$ cat config.mk
export PLATFORM = sky130hd
export DESIGN_NAME = xip_line_cache_ctrl
export DESIGN_NICKNAME = d
export VERILOG_FILES = /design/src/rtl/xip_line_cache_ctrl.sv
export SDC_FILE = /design/constraint.sdc
export NUM_CORES = 2
export LEC_CHECK = 0
export ABC_AREA = 1
export BUFFER_PORTS_ARGS = -buffer_cell sky130_fd_sc_hd__buf_2
export CORE_UTILIZATION = 49
export DETAILED_ROUTE_END_ITERATION = 8
export PLACE_DENSITY = 0.71
export SYNTH_ARGS = -nofsm -noshare
export SYNTH_HDL_FRONTEND = slang
export SYNTH_HIERARCHICAL = 1
export SYNTH_SLANG_ARGS = --single-unit
export TNS_END_PERCENT = 10
$ cat constraint.sdc
create_clock -name clk -period 7.5 [get_ports clk]
set_input_delay 0 -clock clk [delete_from_list [all_inputs] [get_ports clk]]
set_output_delay 0 -clock clk [all_outputs]
set_load 0.05 [all_outputs]
$ cat src/rtl/xip_line_cache_ctrl.sv
// Direct-mapped read-only line cache in front of the QSPI XIP line reader.
// Hits are served from flop storage; misses fetch one whole line from flash.

module xip_line_cache_line #(
    parameter int TAGW = 16,
    parameter int LW   = 128
) (
    input  logic            clk,
    input  logic            rst,
    input  logic            clr,
    input  logic            fill,
    input  logic [TAGW-1:0] fill_tag,
    input  logic [LW-1:0]   fill_data,
    output logic            valid,
    output logic [TAGW-1:0] tag,
    output logic [LW-1:0]   data
);
    // clear beats fill so an invalidate pending across a fill drops the new line
    always_ff @(posedge clk or posedge rst) begin
        if (rst)       valid <= 1'b0;
        else if (clr)  valid <= 1'b0;
        else if (fill) valid <= 1'b1;
    end

    always_ff @(posedge clk) begin
        if (fill) begin
            tag  <= fill_tag;
            data <= fill_data;
        end
    end
endmodule

module xip_line_cache_ctrl #(
    parameter int NUM_LINES = 16,
    parameter int LINE_SIZE = 16
) (
    input  logic                   clk,
    input  logic                   rst,
    input  logic [23:0]            addr,
    input  logic                   rd,
    input  logic                   inv,
    output logic                   ready,
    output logic [31:0]            rdata,
    output logic                   fl_rd,
    output logic [23:0]            fl_addr,
    input  logic                   fl_done,
    input  logic [LINE_SIZE*8-1:0] fl_line,
    output logic [15:0]            hit_cnt,
    output logic [15:0]            miss_cnt
);
    localparam int OFF  = $clog2(LINE_SIZE);
    localparam int IDX  = $clog2(NUM_LINES);
    localparam int TAGW = 24 - OFF - IDX;
    localparam int LW   = LINE_SIZE * 8;
    localparam int WW   = (OFF > 2) ? OFF - 2 : 1;

    typedef enum logic [1:0] {IDLE, CHECK, REQ, WAIT} state_t;

    state_t state, state_nx;
    logic [23:2] req_addr;
    logic        inv_pend;

    logic [NUM_LINES-1:0]           valid;
    logic [NUM_LINES-1:0][TAGW-1:0] tags;
    logic [NUM_LINES-1:0][LW-1:0]   data;

    logic [IDX-1:0]  idx;
    logic [TAGW-1:0] req_tag;
    logic [WW-1:0]   wsel;
    logic            hit, accept, do_hit, do_miss, do_fill, clr_all, inv_now;
    logic            unused_addr;

    assign unused_addr = ^addr[1:0];
    assign idx     = req_addr[OFF+IDX-1:OFF];
    assign req_tag = req_addr[23:OFF+IDX];
    assign hit     = valid[idx] && (tags[idx] == req_tag);

    generate
        if (OFF > 2) begin : g_wsel
            assign wsel = req_addr[OFF-1:2];
        end else begin : g_wsel1
            assign wsel = '0;
        end
    endgenerate

    function automatic logic [31:0] pick(input logic [LW-1:0] line, input logic [WW-1:0] w);
        int unsigned base;
        base = 32 * w;
        return line[base +: 32];
    endfunction

    generate
        for (genvar i = 0; i < NUM_LINES; i++) begin : g_line
            xip_line_cache_line #(.TAGW(TAGW), .LW(LW)) u_line (
                .clk      (clk),
                .rst      (rst),
                .clr      (clr_all),
                .fill     (do_fill && (idx == IDX'(i))),
                .fill_tag (req_tag),
                .fill_data(fl_line),
                .valid    (valid[i]),
                .tag      (tags[i]),
                .data     (data[i])
            );
        end
    endgenerate

    always_comb begin
        state_nx = state;
        accept   = 1'b0;
        do_hit   = 1'b0;
        do_miss  = 1'b0;
        do_fill  = 1'b0;
        case (state)
            IDLE:  if (rd) begin accept = 1'b1; state_nx = CHECK; end
            CHECK: if (hit) begin do_hit = 1'b1; state_nx = IDLE; end
                   else begin do_miss = 1'b1; state_nx = REQ; end
            REQ:   state_nx = WAIT;
            WAIT:  if (fl_done) begin do_fill = 1'b1; state_nx = IDLE; end
            default: state_nx = IDLE;
        endcase
        // an invalidate seen while busy is deferred to the edge back into IDLE
        inv_now = inv_pend | inv;
        clr_all = (state == IDLE) ? inv : (state_nx == IDLE) && inv_now;
    end

    always_ff @(posedge clk or posedge rst) begin
        if (rst) begin
            state    <= IDLE;
            req_addr <= '0;
            inv_pend <= 1'b0;
            ready    <= 1'b0;
            rdata    <= '0;
            fl_rd    <= 1'b0;
            fl_addr  <= '0;
            hit_cnt  <= '0;
            miss_cnt <= '0;
        end else begin
            state    <= state_nx;
            inv_pend <= (state != IDLE) && (state_nx != IDLE) && inv_now;
            if (accept) req_addr <= addr[23:2];
            ready <= do_hit | do_fill;
            fl_rd <= do_miss;
            if (do_hit)  rdata <= pick(data[idx], wsel);
            if (do_fill) rdata <= pick(fl_line, wsel);
            if (do_miss) fl_addr <= {req_addr[23:OFF], {OFF{1'b0}}};
            if (do_hit && hit_cnt != 16'hFFFF)   hit_cnt  <= hit_cnt + 16'd1;
            if (do_miss && miss_cnt != 16'hFFFF) miss_cnt <= miss_cnt + 16'd1;
        end
    end
endmodule

After elaboration in Yosys (flattened, before gate mapping)
Cells that the tools add are included.
{"block": "totals", "ff_bits": 2431, "latch_bits": 0, "mem_bits_rw": 0, "romBits": 0, "in_bits": 157, "out_inout_bits": 90, "word_cells": 182, "mem_count": 0}
{"block": "op_classes", "add_sub_neg": 2, "mul": 0, "n_div": 0, "magnitude_cmp": 1, "eq_ne": 21, "shifts": 2, "mux": 53, "n_bitwise": 2, "reduce_logical": 44}
{"op": "$bmux W128 S4", "n": 1}
{"op": "$shiftx A128 B8 Y32", "n": 2}
{"op": "$mux W128", "n": 1}
{"op": "$bmux W16 S4", "n": 1}
{"op": "$mux W32", "n": 2}
{"op": "$mux W1", "n": 42}
{"op": "$reduce_bool A2 Y1", "n": 19}
{"op": "$add A16 B1 Y16 const B", "n": 2}
{"op": "$eq A4 B4 Y1 const B", "n": 8}
{"op": "$ne A16 B16 Y1 const B", "n": 2}
{"op": "$logic_and A1 B1 Y1", "n": 22}
{"op": "$eq A16 B16 Y1", "n": 1}
{"op": "$eq A4 B3 Y1 const B", "n": 4}
{"op": "$mux W16", "n": 1}
{"op": "$eq A4 B2 Y1 const B", "n": 2}
{"op": "$pmux W2 S4", "n": 1}
{"op": "$mux W2", "n": 3}
{"op": "$lt A4 B5 Y1 const B", "n": 1}
{"op": "$bmux W1 S4", "n": 1}
{"op": "$eq A2 B2 Y1 const B", "n": 2}
{"op": "$eq A4 B1 Y1 const B", "n": 1}
{"op": "$logic_not A2 Y1", "n": 2}
{"op": "$logic_not A4 Y1", "n": 1}
{"op": "$eq A2 B1 Y1 const B", "n": 1}
{"op": "$or A1 B1 Y1", "n": 2}

Depth between registers and ports, before layout
{"block": "logic_depth", "ltp_word": 10, "depth_mapped": 22, "depth_no_buf": 19}

By module
The synthesis kept the hierarchy.
{"module": "xip_line_cache_line", "n_inst": 16, "cells_per_inst": 148, "area_each_um2": 4360.4, "seq_area_each_um2": 4349.2}
{"module": "xip_line_cache_ctrl", "n_inst": 1, "cells_per_inst": 4272, "area_each_um2": 24041.8, "seq_area_each_um2": 2777.7}

Least setup slack after synthesis
Ideal clock, no wire load.
{"block": "synth_path", "kind": "register -> register", "from": "register req_addr[4] (netlist name)", "to": "register g_line[0].u_line.data[0], enable pin", "setup_ps": 651, "arrival_ps": 7618, "slack_ps": -769, "path_stages_with_launch": 9, "synth_period_minus_slack_ps": 8269, "path_cell_list": "dfrtp_1 > buf_4 > buf_6 > nor2_1 > buf_2 > buf_2 > clkbuf_1 > nand2_1 > nor2_1"}
{"block": "synth_between", "elab_chain_cells": 2}
{"item": "start: declaration", "line": "60", "text": "logic [23:2] req_addr;"}
{"item": "start signal: assignment", "line": "141", "text": "if (accept) req_addr <= addr[23:2];"}
{"item": "$logic_not A4 Y1", "line": "98", "text": ".fill (do_fill && (idx == IDX'(i))),"}
{"item": "$logic_and A1 B1 Y1", "line": "98"}
{"item": "end signal: assignment", "line": "28", "text": "data <= fill_data;"}
{"item": "end: declaration", "line": "16", "text": "output logic [LW-1:0] data"}
Every way passes these cells.
A chain may end at the register's enable or synchronous reset.

Worst setup path after layout
{"block": "layout_path", "from": "register req_addr[5] (netlist name)", "to": "register inv_pend"}
{"block": "layout_between", "elab_chain_cells": 9, "elab_cells_between_ends": 11, "cone_classes": "eq/ne: 1; mux: 6; reduce/logical: 4"}
{"item": "$bmux W16 S4", "line": "76", "text": "assign hit = valid[idx] && (tags[idx] == req_tag);"}
{"item": "$mux W16 (not written as such)", "line": "76"}
{"item": "$eq A16 B16 Y1", "line": "76"}
{"item": "$logic_and A1 B1 Y1 *", "line": "76"}
{"item": "$mux W2 *", "line": "116", "text": "CHECK: if (hit) begin do_hit = 1'b1; state_nx = IDLE; end"}
{"item": "$pmux W2 S4 *", "line": "114", "text": "case (state)"}
{"item": "$reduce_bool A2 Y1 *", "line": "140", "text": "inv_pend <= (state != IDLE) && (state_nx != IDLE) && inv_now;"}
{"item": "$logic_and A1 B1 Y1 * (2 in a row)", "line": "140"}
{"item": "end signal: assignment", "line": "140"}
{"item": "end: declaration", "line": "61", "text": "logic inv_pend;"}
Mark *: on every way between the ends. The rest lies on a longest branch, timed or not. The select of a mux whose other input is x is not followed.

==> flow_metrics.py <==
metrics = {
    "outcome": {
        "status": "finished, final reports clean",
    },
    "synth": {
        "synth.area.top_cells": "edfxtp_1 (74%), a22oi_1 (8.1%), nand2_1 (7.1%)",
        "synthCells": 6640,
        "ys_seq_area_frac": 0.771,
        "netlist.area_leader.share": 0.738,
        "synth_top_cell_by_area": "edfxtp_1",
        "synth_flop_cell": "edfxtp_1",
        "yosys-top-cells-count": "edfxtp_1 (2304), nand2_1 (1769), a22oi_1 (1016), nor2_1 (199), clkbuf_1 (174)",
        "synth_seq_cells": 2431,
        "syn_area_um2": 93800,
        "ys_warn_count": 6,
        "synth.avg_cell_area_um2": 14.1,
        "yosysMostFrequentCell": "edfxtp_1",
        "synth_edf_count": 2304,
        "async_flop_share": 0.0522,
        "ys_types": 40,
    },
    "clock_tree": {
        "insertion_delay_ns": 0.88,
        "max-clock-path-buffers": 3,
        "post_cts_buffers": 0,
        "hold_buffers": 179,
        "cts_root_buf": "clkbuf_16",
        "numCtsBuffers": 228,
        "clock-sinks": 2431,
        "path_clk_slew_ns": 0.06,
        "postCtsResizedCells": 0,
        "cts_tree": "yes",
        "cts-htree-levels": 4,
    },
    "routing": {
        "routed_via_density": 6.13,
        "wirelength_um": 258000,
        "via_count": 59500,
        "first_pass_iters": 6,
        "wire_per_inst_um": 26.6,
        "detail-route-antenna-nets": 0,
        "drt_iter0_markers": 7792,
        "drcViolationCount": 0,
    },
    "final_layout": {
        "regArea_um2": 72400,
        "finalInstanceArea_um2": 107000,
        "multi_input_area_um2": 19400,
        "drive_above_1_share": 0.101,
        "area_growth_pct": 13.9,
        "finish.net_count": 7157,
        "nFillCells": 14500,
        "utilization": 0.562,
    },
    "setup_path": {
        "cpMostUsedCell": "nand2_1",
        "crit_path_max_fanout": 118,
        "rr_endpoint": "inv_pend",
        "end_kind": "flop",
        "crit_end": "inv_pend",
        "start_kind": "flop",
        "r2r-start": "req_addr[5]",
        "rr_worst_depth": 17,
        "slowest_delay_ns": 0.69,
        "rrSetupSlack_ns": 2.65,
        "critPathArrivalTime_ns": 5.60,
        "setup.worst_path.start": "req_addr[5]",
        "worstPathRequired_ns": 8.25,
        "crit_chain": "buf_4 -> nand2_1 -> inv_8 -> nand2_1 -> nand3_1 -> nand2_1 -> nand2_1 -> nor2_1 -> nand2_1 -> nand2_1 -> nor2_1 -> nand2_1 -> nor2_1 -> nand3_4 -> nand2_4 -> a21oi_1 -> dlygate4sd3_1",
        "cpMaxStageDelayCell": "inv_8",
        "critPathKind": "reg2reg",
    },
    "die": {
        "num_rows": 160,
        "core_um2": 190000,
        "pin_count": 247,
        "start_util": 0.493,
        "die_y_um": 440,
        "die-width_um": 440,
        "die_area_um2": 193000,
    },
    "sta": {
        "fin_crit_sh": 0.647,
        "setup_violations": 0,
        "drv_slew": 0,
        "whs_ns": 0.0418,
        "skew_ns": 0.0461,
        "hold_violations": 0,
        "rsz0062_at_grt": "no",
        "min_period_ns": 4.85,
        "timing.fmax_mhz": 206,
        "worst_pin_slew_ns": 1.17,
        "slew_headroom": 0.218,
        "fin_ws_ns": 2.65,
    },
    "placed_design": {
        "place_congestion": 0.828,
        "io_buffers": 240,
        "dpl_cell_area_um2": 97800,
        "dpl.hpwl_um": 127000,
        "pre_cts_slack_ns": 2.82,
    },
    "grt": {
        "grt_max_degree": 164,
        "antenna_found_initial": 37,
        "gr-total-overflow": 0,
        "grt_pass1_wl_um": 376000,
        "grt_use_total": 0.262,
        "grt_pass1_vias": 57500,
    },
    "hold_path": {
        "min_path_type": "in2reg",
    },
    "pwr": {
        "ir_worst_vdd_v": 0.000367,
        "p_leak_nw": 37.2,
        "p_per_area_nw_per_um2": 370,
    },
    "job": {
        "maxCapViolCount": 0,
    },
}
==> cells in the final DEF (no fill, tap or decap), types with 10 or more instances in the layout <==
master / synthesis / layout
buf_4: 21 / 78
a21oi_1: 169 / 169
bufinv_16: 0 / 13
clkbuf_16: 0 / 229
clkinv_1: 3 / 52
nor3_1: 27 / 27
edfxtp_1: 2304 / 2304
xnor2_1: 10 / 10
xor2_1: 18 / 18
nand4_1: 120 / 120
nor2_4: 0 / 23
buf_2: 169 / 240
clkbuf_1: 174 / 52
nor4_1: 26 / 26
o21a_1: 10 / 10
o21ai_1: 28 / 28
clkinv_2: 0 / 46
o22ai_1: 24 / 24
nor2_1: 199 / 179
a22oi_1: 1016 / 1016
o21ai_0: 123 / 123
nand2_1: 1769 / 1768
diode_2: 0 / 16
inv_1: 72 / 67
o211ai_1: 41 / 41
dlygate4sd3_1: 0 / 179
dfrtp_1: 127 / 123
nand3_1: 108 / 108
buf_12: 0 / 37
==> registers in the layout (all words and copies together), names as in the netlist <==
signal / flops
g_line.u_line/data: 2048
g_line.u_line/tag: 256
rdata: 32
req_addr: 22
fl_addr: 20
g_line.u_line/valid: 16
hit_cnt: 16
miss_cnt: 16
state: 2
fl_rd: 1
inv_pend: 1
ready: 1
==> area by class of cell <==
| class | instances | area share |
|---|---|---|
| flip-flops and latches | 2431 | 0.677 |
| multi-input cells | 3723 | 0.182 |
| clock buffers | 282 | 0.0556 |
| repair buffers | 534 | 0.0404 |
| well taps | 2511 | 0.0294 |
| clock inverters | 141 | 0.0118 |
| inverters | 80 | 0.00304 |
| diodes | 16 | 0.000375 |
==> per-layer routing <==
layer / GRT usage / vias to the layer above / share of wire / routed length [µm]
met5: 0 / - / 0.00035 / 91
met4: 0.110 / 16 / 0.044 / 11400
met3: 0.0472 / 584 / 0.099 / 25600
met2: 0.425 / 3538 / 0.48 / 124000
met1: 0.348 / 29600 / 0.38 / 97200
li1: - / 25800 / - / -
==> where the power goes <==
part	total (W)	switching, W	internal (W)
Sequential	0.0163	0.000511	0.0158
Combinational	0.0120	0.00882	0.00322
Clock	0.0112	0.00506	0.00610
==> how the worst min path moves through the flow <==
stage	startpoint	to	slack (ns)	cells after the start
after global routing	fl_line[47]	g_line[15].u_line/data[47]	0.05	2
final	addr[3]	req_addr[3]	0.04	4
after floorplan	rst	g_line[0].u_line/valid	-0.27	1
after detailed placement	rst	g_line[13].u_line/valid	0.03	2
after CTS	addr[2]	req_addr[2]	0.0009	4
after global placement	rst	g_line[13].u_line/valid	0.01	2
==> kinds of logic (layout without fill, tap and decap cells) <==
kind of cell,count (synthesis),count (layout),synth area share
xor+xnor,28,28,0.00261
fa+ha+maj,2,2,0.000267
simple gates,2265,2265,0.0971
flops,2431,2431,0.771
other cells,1,20,0.0000400
buf+inv,489,1037,0.0233
compound gates,1424,1424,0.105
==> through the flow <==
stage	power, W	instances	setup TNS [ns]
detailed placement	0.0282	9100	0
CTS	0.0393	9702	0
finish	0.0395	9718	0
floorplan	0.0240	6643	-1631.89
global placement	0.0281	9100	0
global route	0.0409	9711	0
==> worst max-delay path: cells and delay by family, from the launching register on <==
kind | cells | cell delay (ns)
flops | 1 | 0.67
compound gates | 1 | 0.11
simple gates | 13 | 2.15
buf+inv | 3 | 1.77
No activity file was read; power rests on OpenSTA's default activity.
